==> src/rtl/fetch_pkg.sv <==
// Shared constants and state encoding for the instruction fetch stage.
package fetch_pkg;

    localparam int FETCH_ADDR_W  = 8;
    localparam int FETCH_INSTR_W = 16;

    localparam logic [2:0] OP_RTYPE = 3'b000;
    localparam logic [2:0] OP_ADDI  = 3'b001;
    localparam logic [2:0] OP_LW    = 3'b010;
    localparam logic [2:0] OP_SW    = 3'b011;
    localparam logic [2:0] OP_BEQ   = 3'b100;
    localparam logic [2:0] OP_J     = 3'b101;
    localparam logic [2:0] OP_HALT  = 3'b111;

    typedef enum logic {
        ST_RUN  = 1'b0,
        ST_HALT = 1'b1
    } fetch_state_t;

endpackage

==> src/rtl/fetch_if.sv <==
// Fetch-stage bus bundle: instruction memory port, execute redirect and decode handshake.
interface fetch_if
    import fetch_pkg::*;
#(
    parameter int ADDR_W  = FETCH_ADDR_W,
    parameter int INSTR_W = FETCH_INSTR_W
);
    logic [ADDR_W-1:0]  imem_addr;
    logic               imem_read_en;
    logic [INSTR_W-1:0] imem_instr;
    logic               redirect_valid;
    logic [ADDR_W-1:0]  redirect_pc;
    logic               dec_ready;
    logic               dec_valid;
    logic [INSTR_W-1:0] dec_instr;
    logic [ADDR_W-1:0]  dec_pc;
    logic [2:0]         dec_op;
    logic               halted;

    modport master (
        output imem_addr, imem_read_en, dec_valid, dec_instr, dec_pc, dec_op, halted,
        input  imem_instr, redirect_valid, redirect_pc, dec_ready
    );

    modport slave (
        input  imem_addr, imem_read_en, dec_valid, dec_instr, dec_pc, dec_op, halted,
        output imem_instr, redirect_valid, redirect_pc, dec_ready
    );
endinterface

==> src/rtl/fetch_buffer.sv <==
// Small FIFO holding captured {instruction, pc} pairs; head is presented to decode.
module fetch_buffer #(
    parameter int WIDTH = 24,
    parameter int DEPTH = 2,
    parameter int CNT_W = $clog2(DEPTH + 1)
) (
    input  logic             clk,
    input  logic             rst,
    input  logic             push,
    input  logic [WIDTH-1:0] push_data,
    input  logic             pop,
    input  logic             flush,
    output logic [CNT_W-1:0] count,
    output logic [WIDTH-1:0] head
);
    localparam int PTR_W = (DEPTH > 1) ? $clog2(DEPTH) : 1;

    logic [WIDTH-1:0] mem_r [DEPTH];
    logic [PTR_W-1:0] rd_ptr_r;
    logic [PTR_W-1:0] wr_ptr_r;
    logic [CNT_W-1:0] count_r;
    logic             push_ok_s;
    logic             pop_ok_s;

    function automatic logic [PTR_W-1:0] ptr_inc(input logic [PTR_W-1:0] ptr);
        return (ptr == PTR_W'(DEPTH - 1)) ? {PTR_W{1'b0}} : ptr + PTR_W'(1);
    endfunction

    assign push_ok_s = push && (count_r != CNT_W'(DEPTH));
    assign pop_ok_s  = pop && (count_r != {CNT_W{1'b0}});
    assign count     = count_r;
    assign head      = mem_r[rd_ptr_r];

    // Storage, pointers and occupancy; flush empties the queue outright.
    always_ff @(posedge clk) begin
        if (rst) begin
            rd_ptr_r <= {PTR_W{1'b0}};
            wr_ptr_r <= {PTR_W{1'b0}};
            count_r  <= {CNT_W{1'b0}};
            for (int i = 0; i < DEPTH; i++) begin
                mem_r[i] <= {WIDTH{1'b0}};
            end
        end else if (flush) begin
            rd_ptr_r <= {PTR_W{1'b0}};
            wr_ptr_r <= {PTR_W{1'b0}};
            count_r  <= {CNT_W{1'b0}};
        end else begin
            if (push_ok_s) begin
                mem_r[wr_ptr_r] <= push_data;
                wr_ptr_r        <= ptr_inc(wr_ptr_r);
            end
            if (pop_ok_s) begin
                rd_ptr_r <= ptr_inc(rd_ptr_r);
            end
            if (push_ok_s && !pop_ok_s) begin
                count_r <= count_r + CNT_W'(1);
            end else if (!push_ok_s && pop_ok_s) begin
                count_r <= count_r - CNT_W'(1);
            end
        end
    end
endmodule

==> src/rtl/fetch_unit.sv <==
// Instruction fetch stage: PC, issue control, redirect flush and decode buffer.
// Optional HALT detection is enabled by defining FETCH_HALT_DETECT_EN.
module fetch_unit
    import fetch_pkg::*;
#(
    parameter int                 ADDR_W    = FETCH_ADDR_W,
    parameter int                 INSTR_W   = FETCH_INSTR_W,
    parameter int                 BUF_DEPTH = 2,
    parameter logic [ADDR_W-1:0]  RESET_PC  = {ADDR_W{1'b0}}
) (
    input  logic      clk,
    input  logic      rst,
    fetch_if.master   fif
);
    localparam int BUF_W = INSTR_W + ADDR_W;
    localparam int CNT_W = $clog2(BUF_DEPTH + 1);

    fetch_state_t       state_r;
    fetch_state_t       state_nxt_s;
    logic [ADDR_W-1:0]  pc_r;
    logic [ADDR_W-1:0]  inflight_pc_r;
    logic               inflight_r;
    logic               issue_s;
    logic               push_s;
    logic               pop_s;
    logic [CNT_W:0]     occupancy_s;
    logic [CNT_W-1:0]   count_s;
    logic [BUF_W-1:0]   head_s;
    logic [INSTR_W-1:0] head_instr_s;

    assign pop_s        = (count_s != {CNT_W{1'b0}}) && fif.dec_ready;
    assign head_instr_s = head_s[BUF_W-1 -: INSTR_W];

    assign fif.imem_addr    = pc_r;
    assign fif.imem_read_en = issue_s;
    assign fif.dec_valid    = (count_s != {CNT_W{1'b0}});
    assign fif.dec_instr    = head_instr_s;
    assign fif.dec_pc       = head_s[ADDR_W-1:0];
    assign fif.dec_op       = head_instr_s[INSTR_W-1 -: 3];

    // Issue only when the word will have a free slot once it returns.
    always_comb begin
        occupancy_s = {1'b0, count_s} + {{CNT_W{1'b0}}, inflight_r} - {{CNT_W{1'b0}}, pop_s};
        if (rst) begin
            issue_s = 1'b0;
        end else if ((state_r == ST_RUN) && !fif.redirect_valid &&
                     (occupancy_s < (CNT_W + 1)'(BUF_DEPTH))) begin
            issue_s = 1'b1;
        end else begin
            issue_s = 1'b0;
        end
    end

    // A returning word is dropped when a redirect or halt has made it wrong-path.
    always_comb begin
        if (inflight_r && !rst && !fif.redirect_valid && (state_r == ST_RUN)) begin
            push_s = 1'b1;
        end else begin
            push_s = 1'b0;
        end
    end

    // Program counter and in-flight read tracking.
    always_ff @(posedge clk) begin
        if (rst) begin
            pc_r          <= RESET_PC;
            inflight_r    <= 1'b0;
            inflight_pc_r <= {ADDR_W{1'b0}};
        end else begin
            if (fif.redirect_valid) begin
                pc_r <= fif.redirect_pc;
            end else if (issue_s) begin
                pc_r <= pc_r + ADDR_W'(1);
            end
            inflight_r <= issue_s;
            if (issue_s) begin
                inflight_pc_r <= pc_r;
            end
        end
    end

    // Fetch state register.
    always_ff @(posedge clk) begin
        if (rst) begin
            state_r <= ST_RUN;
        end else begin
            state_r <= state_nxt_s;
        end
    end

    // Fetch state transitions; HALT is entered only with detection compiled in.
    always_comb begin
        state_nxt_s = state_r;
        case (state_r)
            ST_RUN: begin
`ifdef FETCH_HALT_DETECT_EN
                if (push_s && (fif.imem_instr[INSTR_W-1 -: 3] == OP_HALT)) begin
                    state_nxt_s = ST_HALT;
                end else begin
                    state_nxt_s = ST_RUN;
                end
`else
                state_nxt_s = ST_RUN;
`endif
            end
            ST_HALT: begin
                if (fif.redirect_valid) begin
                    state_nxt_s = ST_RUN;
                end else begin
                    state_nxt_s = ST_HALT;
                end
            end
            default: state_nxt_s = ST_RUN;
        endcase
    end

`ifdef FETCH_HALT_DETECT_EN
    assign fif.halted = (state_r == ST_HALT);
`else
    assign fif.halted = 1'b0;
`endif

    fetch_buffer #(
        .WIDTH (BUF_W),
        .DEPTH (BUF_DEPTH),
        .CNT_W (CNT_W)
    ) u_buf (
        .clk       (clk),
        .rst       (rst),
        .push      (push_s),
        .push_data ({fif.imem_instr, inflight_pc_r}),
        .pop       (pop_s),
        .flush     (fif.redirect_valid),
        .count     (count_s),
        .head      (head_s)
    );
endmodule
==> src/flat_wrapper.sv <==
// flat-port wrapper written by rule: the top's interface ports become plain ports
module fetch_unit_flat import fetch_pkg::*;
#(
    parameter int                 ADDR_W    = FETCH_ADDR_W,
    parameter int                 INSTR_W   = FETCH_INSTR_W,
    parameter int                 BUF_DEPTH = 2,
    parameter logic [ADDR_W-1:0]  RESET_PC  = {ADDR_W{1'b0}}
)
  (clk, rst, fif_imem_addr, fif_imem_read_en, fif_dec_valid, fif_dec_instr, fif_dec_pc, fif_dec_op, fif_halted, fif_imem_instr, fif_redirect_valid, fif_redirect_pc, fif_dec_ready);
  fetch_if #(.ADDR_W(ADDR_W), .INSTR_W(INSTR_W)) fif_i ();
  input  logic clk;
  input  logic rst;
  output wire logic [$bits(fif_i.imem_addr)-1:0] fif_imem_addr;
  output wire logic [$bits(fif_i.imem_read_en)-1:0] fif_imem_read_en;
  output wire logic [$bits(fif_i.dec_valid)-1:0] fif_dec_valid;
  output wire logic [$bits(fif_i.dec_instr)-1:0] fif_dec_instr;
  output wire logic [$bits(fif_i.dec_pc)-1:0] fif_dec_pc;
  output wire logic [$bits(fif_i.dec_op)-1:0] fif_dec_op;
  output wire logic [$bits(fif_i.halted)-1:0] fif_halted;
  input wire logic [$bits(fif_i.imem_instr)-1:0] fif_imem_instr;
  input wire logic [$bits(fif_i.redirect_valid)-1:0] fif_redirect_valid;
  input wire logic [$bits(fif_i.redirect_pc)-1:0] fif_redirect_pc;
  input wire logic [$bits(fif_i.dec_ready)-1:0] fif_dec_ready;
  assign fif_imem_addr = fif_i.imem_addr;
  assign fif_imem_read_en = fif_i.imem_read_en;
  assign fif_dec_valid = fif_i.dec_valid;
  assign fif_dec_instr = fif_i.dec_instr;
  assign fif_dec_pc = fif_i.dec_pc;
  assign fif_dec_op = fif_i.dec_op;
  assign fif_halted = fif_i.halted;
  assign fif_i.imem_instr = fif_imem_instr;
  assign fif_i.redirect_valid = fif_redirect_valid;
  assign fif_i.redirect_pc = fif_redirect_pc;
  assign fif_i.dec_ready = fif_dec_ready;
  fetch_unit #(.ADDR_W(ADDR_W), .INSTR_W(INSTR_W), .BUF_DEPTH(BUF_DEPTH), .RESET_PC(RESET_PC)) u_core (.clk(clk), .rst(rst), .fif(fif_i));
endmodule
==> config.mk <==
export PLATFORM = sky130hd
export DESIGN_NAME = fetch_unit_flat
export DESIGN_NICKNAME = d
export VERILOG_FILES = /design/src/rtl/fetch_pkg.sv /design/src/rtl/fetch_if.sv /design/src/rtl/fetch_buffer.sv /design/src/rtl/fetch_unit.sv /design/src/flat_wrapper.sv
export SDC_FILE = /design/constraint.sdc
export NUM_CORES = 1
export LEC_CHECK = 0
export ABC_AREA = 1
export CORE_ASPECT_RATIO = 0.6
export CORE_MARGIN = 1.5
export CORE_UTILIZATION = 52
export DETAILED_ROUTE_END_ITERATION = 10
export MAX_ROUTING_LAYER = met4
export PLACE_DENSITY = 0.8
export SLEW_MARGIN = 20
export SYNTH_ARGS = -nofsm -noshare
export SYNTH_HDL_FRONTEND = slang
export SYNTH_HIERARCHICAL = 1
export SYNTH_SLANG_ARGS = --single-unit
==> constraint.sdc <==
create_clock -name clk -period 2.6 [get_ports clk]
set_clock_uncertainty 0.1 [all_clocks]
set_input_delay 0.26 -clock clk [delete_from_list [all_inputs] [get_ports clk]]
set_output_delay 0.26 -clock clk [all_outputs]
set_load 0.01 [all_outputs]
Word-level counts from Yosys, hierarchy flattened
Memory sizes are Yosys's and may differ from the RTL's. A register that Yosys moved wholly into a read port is not among the register bits.
Cells that the tools add are included.

cells by class
  $add $sub $neg = 7
  $lt $le $gt $ge = 1
  equal/unequal tests = 1
  muxes and demuxes = 22
  bitwise logic cells = 1
  reduce and logical (&&, ||, !) cells = 19

operators with widths
  operator                                            count
  two-way mux 24 bit                                  1
  OR reduction 24 bit                                 1
  two-way mux 1 bit                                   16
  two-way mux 8 bit                                   2
  logical AND 1 bit                                   10
  adder 8 x 1 -> 8 bit, second input constant         1
  nonzero test 2 bit                                  3
  zero test 1 bit                                     4
  two-way mux 2 bit                                   2
  adder 2 x 1 -> 3 bit                                1
  < comparator 3 x 2 -> 1 bit, second input constant  1
  subtractor 3 x 1 -> 3 bit                           1
  adder 1 bit, second input constant                  2
  adder 2 x 1 -> 2 bit, second input constant         1
  != test 2 bit, second input constant                1
  one-hot mux 1 bit (2 select lines)                  1
  OR reduction 2 bit                                  1
  subtractor 2 x 1 -> 2 bit, second input constant    1
  NOT 1 bit                                           1

storage, ports and cells
  bits in registers = 22
  memory bits (writable) = 48
  bits of input ports = 28
  output and inout port bits = 38
  word-level logic and storage cells = 59
  memories = 1

memory list
  memory              words  width  rd ports  clocked after memory_dff  wr ports  RTL line            text
  u_core.u_buf.mem_r  2      24     1         1                         2         fetch_buffer.sv:18  logic [WIDTH-1:0] mem_r [DEPTH];

Logic depth before layout (Yosys ltp)
Gate-level depths: netlist of the first run.

  depth after elaboration = 12
  depth in mapped cells = 14
  depth with buffers taken out = 13

Cells and area by module
Netlist of the first run, hierarchy kept.

modules (own cells, without submodules)
  module        times used  cells an instance  area an instance (um^2)  sequential area each (um^2)
  fetch_buffer  1           187                2381.0                   1541.5
  fetch_unit    1           152                1064.8                   360.3

Least setup slack after synthesis of the first run
Ideal clock, no wire load.

  path type = reg2out
  start = register u_core.u_buf.count_r[1] (netlist: u_core/u_buf/count[1])
  end = output port fif_imem_read_en
  arrival = 1.905 ns
  data required time = 2.240 ns
  path slack = 0.335 ns
  cell stages (with the launch flop) = 9
  cell sequence = dfxtp_1 o21a_1 ha_1 inv_1 nand2_1 fa_1 nand3_2 nor2_8 buf_8

between the ends
  longest elaborated chain between the ends = 7

ends and longest elaborated chain
  element                      RTL line            text
  start: declaration           fetch_buffer.sv:21  logic [CNT_W-1:0] count_r;
  start signal: assignment     fetch_buffer.sv:39  count_r <= {CNT_W{1'b0}};
  start signal: assignment     fetch_buffer.sv:46  count_r <= {CNT_W{1'b0}};
  start signal: assignment     fetch_buffer.sv:56  count_r <= count_r + CNT_W'(1);
  nonzero test 2 bit           fetch_unit.sv:31    assign pop_s = (count_s != {CNT_W{1'b0}}) && fif.dec_ready;
  logical AND 1 bit            fetch_unit.sv:31
  via u_core.pop_s             fetch_unit.sv:25    logic pop_s;
  subtractor 3 x 1 -> 3 bit    fetch_unit.sv:43    occupancy_s = {1'b0, count_s} + {{CNT_W{1'b0}}, inflight_r} - {{CNT_W{1'b0}}, pop_s};
  < comparator 3 x 2 -> 1 bit  fetch_unit.sv:47    (occupancy_s < (CNT_W + 1)'(BUF_DEPTH))) begin
  logical AND 1 bit            fetch_unit.sv:46    end else if ((state_r == ST_RUN) && !fif.redirect_valid &&
  two-way mux 1 bit            fetch_unit.sv:46
  two-way mux 1 bit            fetch_unit.sv:44    if (rst) begin
  end: declaration             flat_wrapper.sv:14  output wire logic [$bits(fif_i.imem_read_en)-1:0] fif_imem_read_en;

The timed path passes the listed nets, and every way through them passes these cells.

Worst setup path after layout of the first run
  start = register u_core.u_buf.count_r[0] (netlist: u_core/u_buf/count[0])
  end = output port fif_imem_read_en

Same word-level chain as after synthesis.

==> out/results.tsv, run 1 <==
metric	value	unit
cp-end-kind	output pin	
die_h	66.1	um
cts-root-buf	clkbuf_8	
setup_violations	0	
hp-class	flop to flop	
synth_seq_cells	71	
worstSetupStartpointType	flop	
nets	443	
cp-endpoint	fif_imem_read_en	
synth_warnings	6	
htreeDepth	3	
ant_nets	0	
cp_top_family	adder cells	
max_cap_violations	0	
power	0.00238	W
finalCritPeriodShare	96.8	%
cts.sink_count	71	
path_depth	8	
grt_max_degree	25	
final_cells	500	
die_w	108	um
syn_avg_cell_area	10.2	sq um
path_cells	o21a_1, ha_1, inv_1, nand2_1, fa_2, nand3_4, nor2_8, buf_6	
syn2layout_area_growth	27.3	%
vias	2437	
dp_cells	484	
rsz0062_at_grt	false	
place_congestion	0.837	
critPathMaxStageDelay	0.57	ns
drv_slew	0	
timing.fmax	397	MHz
vdd_drop_max	0.327	mV
ff2ff_setup_slack	0.20	ns
wire_per_inst	13.4	um
drt_wl_total	6.71	mm
grt-ovfl-total	0	
drc	0	
cts_buffers	9	
clk_latency	0.33	ns
place_hpwl	4.71	mm
grtUsageTotal	20.9	%
clk_pin_slew_worst_paths	0.08	ns
setup.worst_path.start	u_core/u_buf/count[0]	
period_minus_slack	2.52	ns
postCtsHoldBufs	0	
syn-cell-area	3450	sq um
io_buffer_count	64	
ys_types	33	
p_leak	1.78	nW
grt_pass1_vias	2292	
io_pins	66	
p_per_area	542	nW/um^2
antenna_found_initial	0	
start_util	55.1	%
grt_pass1_wl	10.8	mm
r2r_cells	12	
fill_cells	467	
crit_type	flop to output pin	
seqCellArea	1900	sq um
timing.rr.start	u_core/u_buf/count[0]	
via_per_inst	4.87	
core	6250	sq um
finalHoldViolCount	0	
required	2.24	ns
ys_seq_area_share	55.2	%
crit_fanout	3	
drt_pass1_iterations	4	
multi_input_area	1240	sq um
rows	22	
syn_inst	339	
slowest_stage	fa_2	
syn_nets	371	
drive_gt1_share	23.1	%
cp_data_arrival_time	2.16	ns
cts_tree	built	
die_area	7140	sq um
antenna_cells	0	
cts_buffer_depth	2	
status	finished, final reports clean	
rr_endpoint	u_core/fif.imem_addr[7]	
drtIter0Drc	143	
path_buf_inv	2	
-- synthesized netlist by cell type (all sizes together) --
master	number	share of area, %
a21boi	3	0.98
a21oi	10	1.7
buf	15	4.0
clkinv	1	0.25
conb	1	0.11
dfxtp	23	13
edfxtp	48	42
fa	1	0.58
ha	3	1.1
inv	44	5.0
mux2	24	7.8
nand2	55	6.1
nand3	10	2.0
nand3b	1	0.58
nand4	1	0.18
nor2	83	12
o21a	1	0.22
o21ai	14	2.4
xor2	1	0.25
-- sequential cells by signal, indices dropped and copies added (netlist names), named ones only --
register               flops
u_core/fif.imem_addr       8
u_core/inflight_pc_r       8
u_core/inflight_r          1
u_core/state_r             1
u_core/u_buf/count         2
u_core/u_buf/mem_r        48
u_core/u_buf/rd_ptr_r      1
u_core/u_buf/wr_ptr_r      1
-- timing repair --
action,in CTS,in global routing
resized for setup,7,1
pin swaps,2,1
setup endpoints to repair,1,1
buffers inserted,0,0
-- cells by family after synthesis --
group | share of synthesized area [%]
fa+ha+maj | 1.67
xor+xnor | 0.254
buf+inv | 9.30
flops | 55.2
compound gates | 5.23
other cells | 0.109
mux | 7.84
simple gates | 20.4
-- layer usage --
metal | vias up | routed length [um] | global-route usage, %
met5 | - | 0 | -
met4 | 0 | 44 | 5.92
met3 | 4 | 349 | 4.14
met2 | 70 | 3260 | 34.7
met1 | 1134 | 3050 | 26.3
li1 | 1229 | - | -
-- worst min-delay path, stage by stage, from the launching register on --
cell,delay [ns]
dfxtp_1,0.33
nor2_1,0.05
nor2_1,0.08
-- stage by stage --
stage / hold slack [ns] / instance area [sq um] / setup TNS (ns) / util (%) / setup WS [ns]
finish: 0.394 / 4390 / 0 / 70.2 / 0.0828
global route: 0.418 / 4390 / 0 / 70.2 / 0.00997
CTS: 0.399 / 4380 / 0 / 70.1 / 0.0322
detailed placement: 0.384 / 4180 / -0.854 / 66.9 / -0.296
global placement: 0.366 / 4180 / -0.388 / 66.9 / -0.273
floorplan: 0.343 / 3450 / 0 / - / 0.335
-- power breakdown --
| group | switching [W] | total (W) | leakage, nW | internal, W |
|---|---|---|---|---|
| Sequential | 0.0000250 | 0.00127 | 0.683 | 0.00125 |
| Clock | 0.000397 | 0.000831 | 0.0924 | 0.000434 |
| Combinational | 0.000135 | 0.000273 | 0.999 | 0.000138 |
-- area by class of cell --
type                    instances  area share [%]
well taps                      84            2.40
clock buffers                   9            2.82
inverters                      45            4.14
clock inverters                 7            1.45
multi-input cells             208            28.3
flip-flops and latches         71            43.4
repair buffers                 76            17.5
-- worst min-delay path by stage --
stage          depth (start not counted)  slack, ns                    start                       to
3_3_place_gp                           2       0.37  u_core/inflight_pc_r[0]  u_core/inflight_pc_r[0]
6_report                               2       0.39  u_core/inflight_pc_r[1]  u_core/inflight_pc_r[1]
3_5_place_dp                           2       0.38  u_core/inflight_pc_r[1]  u_core/inflight_pc_r[1]
4_1_cts                                2       0.40           u_core/state_r           u_core/state_r
2_1_floorplan                          2       0.34  u_core/inflight_pc_r[0]  u_core/inflight_pc_r[0]
5_1_grt                                2       0.42  u_core/inflight_pc_r[1]  u_core/inflight_pc_r[1]
-- layout by cell type (no fill, tap or decap), types with 3 or more instances in the layout --
cell and n:
nand2_1 53, edfxtp_1 48, clkbuf_8 9, inv_2 3, nor2_1 56, o21ai_0 11, buf_4 9, inv_1 40
clkinv_2 3, nor2_2 25, a21oi_1 8, nand3_1 8, dfxtp_1 23, ha_1 3, mux2_2 24, buf_12 3
clkdlybuf4s50_1 63
Power figures use the tool's default switching activity.
==> run 2: changes to the inputs <==
- CTS_CLUSTER_SIZE: default -> 40
==> results of run 2 <==
Final layout, timing and power as in run 1 (identical DEF).
